**src/rtl/mul_seq_pkg.sv**
```systemverilog
// Shared types and constants for the sequential shift-and-add multiplier.
package mul_seq_pkg;

    localparam int MUL_W    = 32;
    localparam int MUL_ITER = 32;
    localparam int CNT_W    = 6;

    typedef enum logic [1:0] {
        IDLE = 2'd0,
        RUN  = 2'd1,
        DONE = 2'd2
    } state_t;

endpackage

```
**src/rtl/mul_seq32_rca32.sv**
```systemverilog
// Plain 32-bit ripple-carry adder: one full-adder cell per bit, carry-in tied low.
module mul_seq32_rca32 #(
    parameter int W = 32
) (
    input  logic [W-1:0] a,
    input  logic [W-1:0] b,
    output logic [W-1:0] res,
    output logic         c_out
);

    logic [W:0] cy;

    // Carry ripples LSB to MSB through the full-adder cells.
    always_comb begin
        cy    = '0;
        res   = '0;
        for (int i = 0; i < W; i++) begin
            res[i]  = a[i] ^ b[i] ^ cy[i];
            cy[i+1] = (a[i] & b[i]) | (cy[i] & (a[i] ^ b[i]));
        end
        c_out = cy[W];
    end

endmodule

```
**src/rtl/mul_seq32.sv**
```systemverilog
// Sequential 32x32->64 unsigned multiplier. One shared ripple adder is stepped
// over 32 iterations; P holds the running high half and the shifting multiplier.
module mul_seq32
    import mul_seq_pkg::*;
#(
    parameter bit ZERO_BYPASS = 1'b1
) (
    input  logic                 clk,
    input  logic                 rst_n,
    input  logic                 in_valid,
    output logic                 in_ready,
    input  logic [MUL_W-1:0]     a,
    input  logic [MUL_W-1:0]     b,
    output logic                 out_valid,
    input  logic                 out_ready,
    output logic [2*MUL_W-1:0]   result,
    output logic                 busy
);

    state_t                state_q, state_nxt;
    logic [MUL_W-1:0]      m_q;
    logic [2*MUL_W-1:0]    p_q;
    logic [CNT_W-1:0]      cnt_q;

    logic [MUL_W-1:0]      addend;
    logic [MUL_W-1:0]      sum;
    logic                  carry;
    logic                  accept;
    logic                  zero_op;
    logic                  last_iter;

    // Adder runs every RUN cycle; a clear LSB simply adds zero.
    assign addend    = p_q[0] ? m_q : '0;
    assign accept    = in_valid && (state_q == IDLE);
    assign zero_op   = ZERO_BYPASS && ((a == '0) || (b == '0));
    assign last_iter = (cnt_q == CNT_W'(MUL_ITER - 1));

    mul_seq32_rca32 #(.W(MUL_W)) u_rca (
        .a     (p_q[2*MUL_W-1:MUL_W]),
        .b     (addend),
        .res   (sum),
        .c_out (carry)
    );

    // State register.
    always_ff @(posedge clk or negedge rst_n) begin
        if (!rst_n) state_q <= IDLE;
        else        state_q <= state_nxt;
    end

    // Next-state logic.
    always_comb begin
        state_nxt = state_q;
        case (state_q)
            IDLE: if (accept)    state_nxt = zero_op ? DONE : RUN;
            RUN:  if (last_iter) state_nxt = DONE;
            DONE: if (out_ready) state_nxt = IDLE;
            default:             state_nxt = IDLE;
        endcase
    end

    // Datapath: load on accept, shift-add one multiplier bit per RUN cycle.
    always_ff @(posedge clk or negedge rst_n) begin
        if (!rst_n) begin
            m_q   <= '0;
            p_q   <= '0;
            cnt_q <= '0;
        end else begin
            case (state_q)
                IDLE: if (accept) begin
                    m_q   <= a;
                    cnt_q <= '0;
                    p_q   <= zero_op ? '0 : {{MUL_W{1'b0}}, b};
                end
                RUN: begin
                    p_q   <= {carry, sum, p_q[MUL_W-1:1]};
                    cnt_q <= cnt_q + 1'b1;
                end
                default: ;
            endcase
        end
    end

    // Handshake outputs decode from state only, so no input-to-output paths.
    always_comb begin
        in_ready  = (state_q == IDLE);
        out_valid = (state_q == DONE);
        busy      = (state_q != IDLE);
        result    = p_q;
    end

endmodule

```
**config.mk**
```make
export PLATFORM = sky130hd
export DESIGN_NAME = mul_seq32
export DESIGN_NICKNAME = d
export VERILOG_FILES = /design/src/rtl/mul_seq_pkg.sv /design/src/rtl/mul_seq32_rca32.sv /design/src/rtl/mul_seq32.sv
export SDC_FILE = /design/constraint.sdc
export NUM_CORES = 1
export LEC_CHECK = 0
export CAP_MARGIN = 10
export CORE_UTILIZATION = 45
export DETAILED_ROUTE_END_ITERATION = 10
export PLACE_DENSITY = 0.84
export SYNTH_ARGS = -nofsm -noshare
export SYNTH_HDL_FRONTEND = slang
export SYNTH_SLANG_ARGS = --single-unit
```
**constraint.sdc**
```tcl
create_clock -name clk -period 17.2 [get_ports clk]
set_input_delay 3.44 -clock clk [delete_from_list [all_inputs] [get_ports clk]]
set_output_delay 3.44 -clock clk [all_outputs]
set_load 0.02 [all_outputs]
```
== Word-level counts from Yosys, hierarchy flattened ==
Index checks and enable logic that the tools add are counted.
Operators by class
  reduce and logical (&&, ||, !) cells: 10
  bitwise gates (word level): 157
  muxes and demuxes: 11
  equal/unequal tests: 6
  add/sub/neg operators: 1
Operators by type and width (count)
  64-bit one-hot mux with 2 select lines: 1
  32-bit zero test: 2
  32-bit two-way mux: 2
  64-bit two-way mux: 1
  1-bit AND: 63
  1-bit XOR: 63
  1-bit bitwise OR: 31
  6-bit one-hot mux with 2 select lines: 1
  2-bit two-way mux: 4
  6-bit by 1-bit adder with 6-bit output (second input constant): 1
  6-bit by 5-bit == test with 1-bit output (second input constant): 1
  6-bit two-way mux: 1
  2-bit one-hot mux with 3 select lines: 1
  2-bit by 1-bit inequality test with 1-bit output (second input constant): 2
  2-bit AND reduction: 2
  2-bit nonzero test: 2
  3-bit AND reduction: 1
  2-bit by 1-bit == test with 1-bit output (second input constant): 1
  2-bit == test (second input constant): 1
  2-bit zero test: 1
  2-bit inequality test (second input constant): 1
  1-bit logical AND: 1
  1-bit logical OR: 1
Storage, ports and cells
  input port bits: 68
  word-level logic and storage cells: 189
  output and inout bits: 67
  bits in registers: 104

== Depth between registers and ports, before layout ==
Gate-level depths: netlist of the first run.
  word-level depth: 65
  depth in mapped cells: 38
  mapped depth without buffers: 37

== Cells and area by module ==
From an unflattened synthesis of the first run, not the netlist that was laid out.
Unflattened totals
  cell total of the unflattened synthesis: 523
  area, all modules: 5277.6 um^2
By module, submodules not included
  mul_seq32: instances 1, cells each 481, area an instance 4606.9 um^2, sequential area each 2602.5 um^2
  mul_seq32_rca32: instances 1, cells each 42, area an instance 670.6 um^2, sequential area each 0.0 um^2

== Least setup slack after synthesis of the first run ==
Ideal clock, no wire load.
  path type: register -> register
  from: reg p_q[0], in the netlist result[0]
  to: reg p_q[62], in the netlist result[62]
  path slack: 3126 ps
  arrival: 13941 ps
  buffers on the path: 2
  library setup time: 133 ps
  cell stages (with the launch flop): 38
  cells stage by stage: dfrtp_1 clkbuf_1 clkbuf_1 nand2_1 fa_1 fa_1 fa_1 fa_1 fa_1 fa_1 fa_1 fa_1 fa_1 fa_1 fa_1 fa_1 fa_1 fa_1 [... 2 more ...] fa_1 fa_1 fa_1 fa_1 fa_1 fa_1 fa_1 fa_1 fa_1 fa_1 fa_1 fa_1 fa_1 inv_1 fa_1 inv_1 fa_1 o21ai_0
On the way
  word-level cells in the longest chain between the ends: 64
  elaborated cells on any way between the ends: 125
RTL lines
  start, declared: line mul_seq32.sv:22  | logic [2*MUL_W-1:0] p_q;
  start signal, assigned: line mul_seq32.sv:73  | p_q <= zero_op ? '0 : {{MUL_W{1'b0}}, b};
  start signal, assigned: line mul_seq32.sv:76  | p_q <= {carry, sum, p_q[MUL_W-1:1]};
  32-bit two-way mux *: line mul_seq32.sv:33  | assign addend = p_q[0] ? m_q : '0;
  1-bit AND or 1-bit XOR (tied branches): line mul_seq32_rca32.sv:19  | cy[i+1] = (a[i] & b[i]) | (cy[i] & (a[i] ^ b[i]));
  1-bit AND: line mul_seq32_rca32.sv:19
  1-bit bitwise OR: line mul_seq32_rca32.sv:19
  1-bit AND: line mul_seq32_rca32.sv:19
  1-bit bitwise OR: line mul_seq32_rca32.sv:19
  1-bit AND: line mul_seq32_rca32.sv:19
  1-bit bitwise OR: line mul_seq32_rca32.sv:19
  [... 48 more ...]
  1-bit AND: line mul_seq32_rca32.sv:19
  1-bit bitwise OR: line mul_seq32_rca32.sv:19
  1-bit AND: line mul_seq32_rca32.sv:19
  1-bit bitwise OR: line mul_seq32_rca32.sv:19
  1-bit AND: line mul_seq32_rca32.sv:19
  1-bit bitwise OR: line mul_seq32_rca32.sv:19
  1-bit XOR *: line mul_seq32_rca32.sv:18  | res[i] = a[i] ^ b[i] ^ cy[i];
  64-bit one-hot mux with 2 select lines *: line mul_seq32.sv:69  | case (state_q)
Every way passes the cells marked *; elsewhere a longest branch is shown, timed or not.
A chain may end at the register's enable or synchronous reset.

== Worst setup path in the final report of the first run ==
Same ends and word-level chain as after synthesis.

==> results of run 1 <==
-- per-stage QoR --
| stage | power [mW] | hold WS, ns | instances |
|---|---|---|---|
| after floorplan | 0.915 | 0.438 | 523 |
| after CTS | 1.42 | 0.480 | 780 |
| final | 1.41 | 0.480 | 781 |
| after detailed placement | 1.20 | 0.456 | 764 |
| after global placement | 1.16 | 0.451 | 764 |
| after global routing | 1.53 | 0.500 | 781 |
-- state kept, by name, indices dropped and copies added (netlist names) --
signal   cells
state_q      2
cnt_q        6
m_q         32
result      64
-- kinds of logic (layout without fill, tap and decap cells) --
| kind of cell | after synthesis | count (layout) |
|---|---|---|
| and+or+nand+nor | 171 | 171 |
| AOI/OAI and AO/OA | 141 | 141 |
| DFF | 104 | 104 |
| buffers and inverters | 73 | 188 |
| adders and majority gates | 33 | 33 |
| xor gates and xnor gates | 1 | 1 |
-- final cells by class --
| type | count | share of cell area, % |
|---|---|---|
| Tap cell | 143 | 2.57 |
| Timing Repair Buffer | 138 | 19.8 |
| Inverter | 34 | 1.83 |
| Sequential cell | 104 | 37.4 |
| Clock buffer | 11 | 3.63 |
| Multi-Input combinational cell | 346 | 34.0 |
| Clock inverter | 5 | 0.898 |
-- routing by layer --
metal	up-vias	global-route usage, %
li1	2060	-
met4	0	8.46
met1	2194	31.6
met2	130	36.6
met5	-	0
met3	19	2.41
-- final timing paths --
| check | end | slack [ns] |
|---|---|---|
| worst max-delay path | result[62] | 2.93 |
| min in group asynchronous | result[31] | 2.98 |
| worst min-delay path | m_q[4] | 0.48 |
| worst min register to register | m_q[4] | 0.48 |
| max in group asynchronous | result[48] | 12.94 |
| worst max register to register | result[62] | 2.93 |
-- cell usage in the layout (no fill, tap or decap), types with 2 or more instances in the layout --
master           synthesis  layout
a21o_1                   2       2
and2_1                   3       3
buf_4                    5       4
clkbuf_16                0       9
clkbuf_8                 0       2
clkdlybuf4s50_1          0     133
clkinvlp_4               0       2
dfrtp_1                104     104
fa_1                    31      31
ha_1                     2       2
inv_1                   34      34
inv_6                    0       2
nand2_1                136     135
nand3_1                  2       2
nand4_1                  4       4
nor2_1                   4       3
nor2b_1                  3       3
nor4_1                  16      16
o211ai_1                32      32
o21ai_0                 34      34
o21ai_1                  6       6
o221ai_1                32      32
o22ai_1                 30      30
-- critical path: cells and delay by family, from the launching register on --
family | cells | cell delay, ns
adder cells (fa/ha/maj) | 31 | 13.10
flip-flops | 1 | 0.34
AND/OR/NAND/NOR | 1 | 0.12
AO/OA/AOI/OAI | 1 | 0.08
buffers and inverters | 3 | 0.46
-- power by group through the flow --
stage	registers, mW	logic [mW]	clock network (mW)
3_5_place_dp	0.462	0.739	0
4_1_cts	0.459	0.743	0.214
3_3_place_gp	0.457	0.700	0
5_1_grt	0.475	0.826	0.227
2_1_floorplan	0.534	0.381	0
6_report	0.459	0.737	0.211
==> key figures, run 1 <==
Run status
  • Status: finished clean

Yosys
  • Main combinational cell family by area after synthesis: compound AO/OA/AOI/OAI gates
  • #FFs+latches synth: 104
  • Yosys warnings: 0
  • Synth area leaders: dfrtp_1, fa_1, nand2_1, o221ai_1, o211ai_1
  • Avg Synthesized Cell Area: 10.1 µm²
  • Count leader, synth: nand2_1
  • Multiplexer fraction of the synthesized cell area: 0%
  • Post-synthesis adder-cell area fraction: 12.3%
  • Simple-Gate Fraction of Synth Area: 13.8%
  • Post-synthesis compound-gate area fraction: around 18%
  • Syn Nets: 624
  • EDFF count, synth: 0
  • Area leader, netlist: dfrtp_1
  • Synth top cells by count: nand2_1, dfrtp_1, inv_1, o21ai_0
  • Mapped cell area: 5270 µm²
  • Synth top area share: 49.4%
  • Seq/Total Area, Yosys: 49.4%
  • Ys async rst share: 100%
  • Cells after synthesis: 523
  • Post-synthesis xor/xnor area fraction: 0.166%
  • Top_reg_cell synth: dfrtp_1
  • Distinct cells, synth: 30

Critical path
  • RR Startpoint: result[0]
  • Type of origin of the critical path: flip-flop
  • Crit-path slowest cell: fa_1
  • WP data arrival: 14.45 ns
  • Crit end category: flip-flop
  • Critical path type: flip-flop to flip-flop
  • Crit Path Max Fanout: 34
  • Worst setup path startpoint: result[0]
  • Critical path required time: 17.39 ns
  • Worst reg-to-reg path cell count: 36
  • Most common cell on crit path: fa_1
  • Max incr delay on CP: 0.50 ns

Place
  • Port-buffer cells: 134
  • Post-DP Area: 6640 µm²
  • Routability congestion estimate: 0.800
  • Pre-CTS WS: roughly 2.9 ns
  • Post-DP HPWL: 9.25 mm

CTS
  • Clock slew at reported path FFs: 0.07 ns
  • CTS Buf Count: 9
  • Post-CTS Setup Bufs: 0
  • CTS resizes: 0
  • Hold buffer count at CTS: 0
  • CTS Buffer Depth: 2
  • Clk_lat worst skew: 0.34 ns
  • CTS Sinks: 104
  • Root buffer cell: clkbuf_16
  • H-tree depth: 3
  • CTS tree: yes

Detailed routing
  • DRT antenna net count: 0
  • Total wire length: 13.2 mm
  • DRT Pass-1 Iters: 4
  • DR vias: 4,403
  • Via density per instance: 5.64
  • Met3 routed wirelength: between 500 and 600 µm
  • DR WL met2: 6.60 mm
  • Wirelength per Cell: 16.9 µm
  • Starting DRT DRC Count: 293
  • Met1 WL: 5.75 mm
  • DRC viols: 0
  • Max layer used: met4

Final layout
  • Area grow syn2layout: 32.3%
  • Number of nets in the layout: roughly 730
  • Share of layout cells above drive strength 1: 4.08%
  • Antenna Cells: 0
  • Fin area: 6970 µm²
  • Post-layout util: 61.0%
  • Area occupied by multi-input gates: 2370 µm²
  • Register area: 2600 µm²
  • Filler cells: 962

Global routing
  • First-pass GRT wire length: 21.1 mm
  • Vias in the first global route: 4,357
  • Total track usage: 22.6%
  • Largest net degree at the start of global routing: approximately 100
  • Initial antenna violation count: 0
  • Gr ovfl total: 0

Power and ir drop
  • IR drop worst, VDD: 0.118 mV
  • Internal: 0.821 mW
  • Combinational group share of total power: 52.4%
  • Sw frac: about two fifths
  • Cell Pwr Density: ~200 nW/µm²
  • Switch Pwr: 0.586 mW
  • Sequential share of power: 32.6%
  • Lkg Pwr: about 2.8 nW
  • Clock Power Share: 15.0%

Timing
  • Tcrit/Tclk final: 82.9%
  • Slew @ Worst Pin: 1.24 ns
  • Final Critical Period: 14.27 ns
  • PnR worst setup slack: 2.93 ns
  • Rel. slew slack: 16.8%
  • Slew Limit Fails: 0
  • Final setup viols: 0
  • Final Hold Viols: 0
  • Final Skew: ~0.0076 ns
  • RSZ-0062 raised after global routing: no
  • Fmax: 0.0701 GHz
  • Fin Setup TNS: 0 ns

Min path
  • Hold path startpoint: m_q[4]
  • Hold Path Class: flip-flop to flip-flop
  • Min-Delay Path Depth: 2

Floorplan
  • Die H: between 100 and 150 µm
  • Top Ports: 135
  • Die area: 12,100 µm²
  • Core area: 11,400 µm²
  • Row count: 39
  • Die W: between 100 and 150 µm
  • Starting Density: a little under half

Flow run
  • Max Cap Viol: 0
(Power assumes the default switching activity.)
==> run 2, diff against run 1 <==
- clock period: 17.2 -> 13.71 ns (I/O delays scaled with it)
==> run 2 against run 1 <==
  * Register-to-register slack got worse by 2.5 ns
  * Critical path depth up 1
  * Sequential cell count stayed put
  * Global-route usage is 0.25 points higher
  * Sequential share of layout area about the same
  * Combinational power is 28% higher
  * Maximum frequency grew 7.5%
  * Sequential power grew 26%
  * Hold slack lost 0.0066 ns
  * First-iteration DRC count is 25% higher
  * Clock-buffer cell count grew 1
==> key figures, run 2 (synthesis results as in run 1) <==
Floorplan
  • Starting Density: 46.1% (unchanged)
  • Die W: 110 µm (unchanged)
  • Die area: 12,100 µm² (unchanged)
  • Top Ports: 135 (unchanged)
  • Row count: 39 (unchanged)
  • Die H: 110 µm (unchanged)
  • Core area: 11,400 µm² (unchanged)

Power and ir drop
  • IR drop worst, VDD: 0.154 mV (+31%)
  • Lkg Pwr: 2.82 nW (-0.51%)
  • Cell Pwr Density: 253 nW/µm² (+25%)

Timing
  • Tcrit/Tclk final: 96.8% (+14 points)
  • Final Hold Viols: 0 (unchanged)
  • Final Critical Period: 13.27 ns (-1.00 ns)
  • Final hold slack: 0.473 ns (-0.00662 ns)
  • Final Skew: 0.00903 ns (+0.00147 ns)
  • Final setup viols: 0 (unchanged)
  • Slew Limit Fails: 0 (unchanged)
  • Fmax: 0.0754 GHz (+7.5%)
  • Slew @ Worst Pin: 1.19 ns (-0.0494 ns)
  • RSZ-0062 raised after global routing: no
  • Rel. slew slack: 20.1% (+3.3 points)

Global routing
  • First-pass GRT wire length: 21.0 mm (about the same)
  • Global route hottest layer: met2
  • Largest net degree at the start of global routing: 102 (unchanged)
  • Gr ovfl total: 0 (unchanged)
  • Total track usage: 22.8% (+0.25 points)
  • Met3 Usage GRT: 3.23% (+0.82 points)
  • Met1 Usage GRT: 31.2% (-0.40 points)
  • Initial antenna violation count: 0 (unchanged)
  • Met2 Use GR: 37.1% (+0.45 points)
  • Vias in the first global route: 4,268 (-2.0%)

Final layout
  • Register area: 2600 µm² (about the same)
  • Area grow syn2layout: 32.4% (about the same)
  • Number of nets in the layout: 735 (+0.14%)
  • Commonest non-fill, non-tap cell in the layout: nand2_1
  • Max reg flops: 64 (unchanged)
  • Filler cells: 949 (-1.4%)
  • Final instance count without filler cells: 781 (unchanged)
  • Antenna Cells: 0 (unchanged)
  • Share of layout cells above drive strength 1: 6.74% (+2.7 points)
  • Area occupied by multi-input gates: 2410 µm² (+1.8%)
  • Most frequent cells in the layout: nand2_1, clkdlybuf4s50_1, dfrtp_1

Critical path
  • Type of origin of the critical path: flip-flop
  • Crit-path slowest cell: fa_1
  • R2r setup slk: 0.44 ns (-2.49 ns)
  • Most common cell on crit path: fa_2
  • Max incr delay on CP: 0.49 ns (about the same)
  • Critical path type: flip-flop to flip-flop
  • RR Startpoint: result[0]
  • Worst setup path startpoint: result[0]
  • Crit end category: flip-flop
  • Crit Path Max Fanout: 2 (-94%)
  • Critical path required time: 13.88 ns (-3.51 ns)
  • WP data arrival: 13.44 ns (-1.01 ns)

Detailed routing
  • DRC viols: 0 (unchanged)
  • DRT antenna net count: 0 (unchanged)
  • DR vias: 4,343 (-1.4%)
  • DRT Pass-1 Iters: 4 (unchanged)
  • Total wire length: 13.4 mm (+1.5%)
  • Via density per instance: 5.56 (-1.4%)
  • Wirelength per Cell: 17.1 µm (+1.5%)
  • Starting DRT DRC Count: 366 (+25%)

Min path
  • Hold path startpoint: m_q[0]
  • Hold Path Class: flip-flop to flip-flop

CTS
  • H-tree depth: 3 (unchanged)
  • CTS Buf Count: 9 (unchanged)
  • Hold buffer count at CTS: 0 (unchanged)
  • Root buffer cell: clkbuf_16
  • CTS tree: yes
  • CTS Sinks: 104 (unchanged)
  • Clk_lat worst skew: 0.34 ns (about the same)
  • CTS Buffer Depth: 2 (unchanged)
  • Clock slew at reported path FFs: 0.06 ns (about the same)

Run status
  • Status: finished clean

Place
  • Inst Count DP: 765 (+0.13%)
  • Routability congestion estimate: 0.775 (-3.1%)
  • Port-buffer cells: 134 (unchanged)
  • Post-DP HPWL: 9.18 mm (-0.78%)

Flow run
  • Max Cap Viol: 0 (unchanged)
run 2: layer usage:
metal  part of all wire, %  vias up  wire, µm
li1                      -     2058         -
met1                    44     2149      5850
met2                    50      115      6670
met3                   3.9       21       520
met4                   2.4        0       322
met5                     0        -         0
run 2: layout make-up:
| class | count | share of cell area, % |
|---|---|---|
| sequential | 104 | 37.3 |
| multi-input combinational | 346 | 34.5 |
| tap | 143 | 2.57 |
| clock buffer | 12 | 3.68 |
| timing repair buffer | 139 | 19.8 |
| inverter | 34 | 1.83 |
| clock inverter | 3 | 0.251 |
run 2: what timing repair did:
| item | in CTS | in global routing |
|---|---|---|
| resized for setup | 5 | 7 |
| setup endpoints to repair | 3 | 3 |
| buffers inserted | 0 | 0 |
run 2: worst paths after layout:
| check | depth (start not counted) | endpoint |
|---|---|---|
| min in group asynchronous | 1 | result[2] |
| max in group asynchronous | 2 | result[63] |
| min | 2 | m_q[0] |
| max reg2reg | 37 | result[62] |
| max | 37 | result[62] |
| min reg2reg | 2 | m_q[0] |
run 2: worst max-delay path, delay by kind of cell (launching register included):
| kind | cells | cell delay [ns] |
|---|---|---|
| compound gates | 1 | 0.08 |
| simple gates | 1 | 0.13 |
| fa+ha+maj | 32 | 12.33 |
| buf+inv | 3 | 0.18 |
| flops | 1 | 0.36 |
run 2: report_power, final:
part | switching, mW | internal, mW | leakage (nW)
Sequential | 0.111 | 0.468 | 1.23
Combinational | 0.522 | 0.424 | 1.46
Clock | 0.106 | 0.132 | 0.134
run 2: per-stage QoR:
| stage | setup TNS, ns | utilization (%) | total power, mW | setup WS [ns] | instance area, µm² |
|---|---|---|---|---|---|
| floorplan | 0 | - | 1.15 | 0.0407 | 5290 |
| global placement | 0 | 58.3 | 1.46 | 0.000719 | 6660 |
| detailed placement | -0.321 | 58.3 | 1.51 | -0.235 | 6660 |
| CTS | 0 | 60.8 | 1.76 | 0.00221 | 6940 |
| global route | 0 | 61.1 | 1.91 | 0.00296 | 6970 |
| finish | 0 | 61.1 | 1.76 | 0.444 | 6970 |
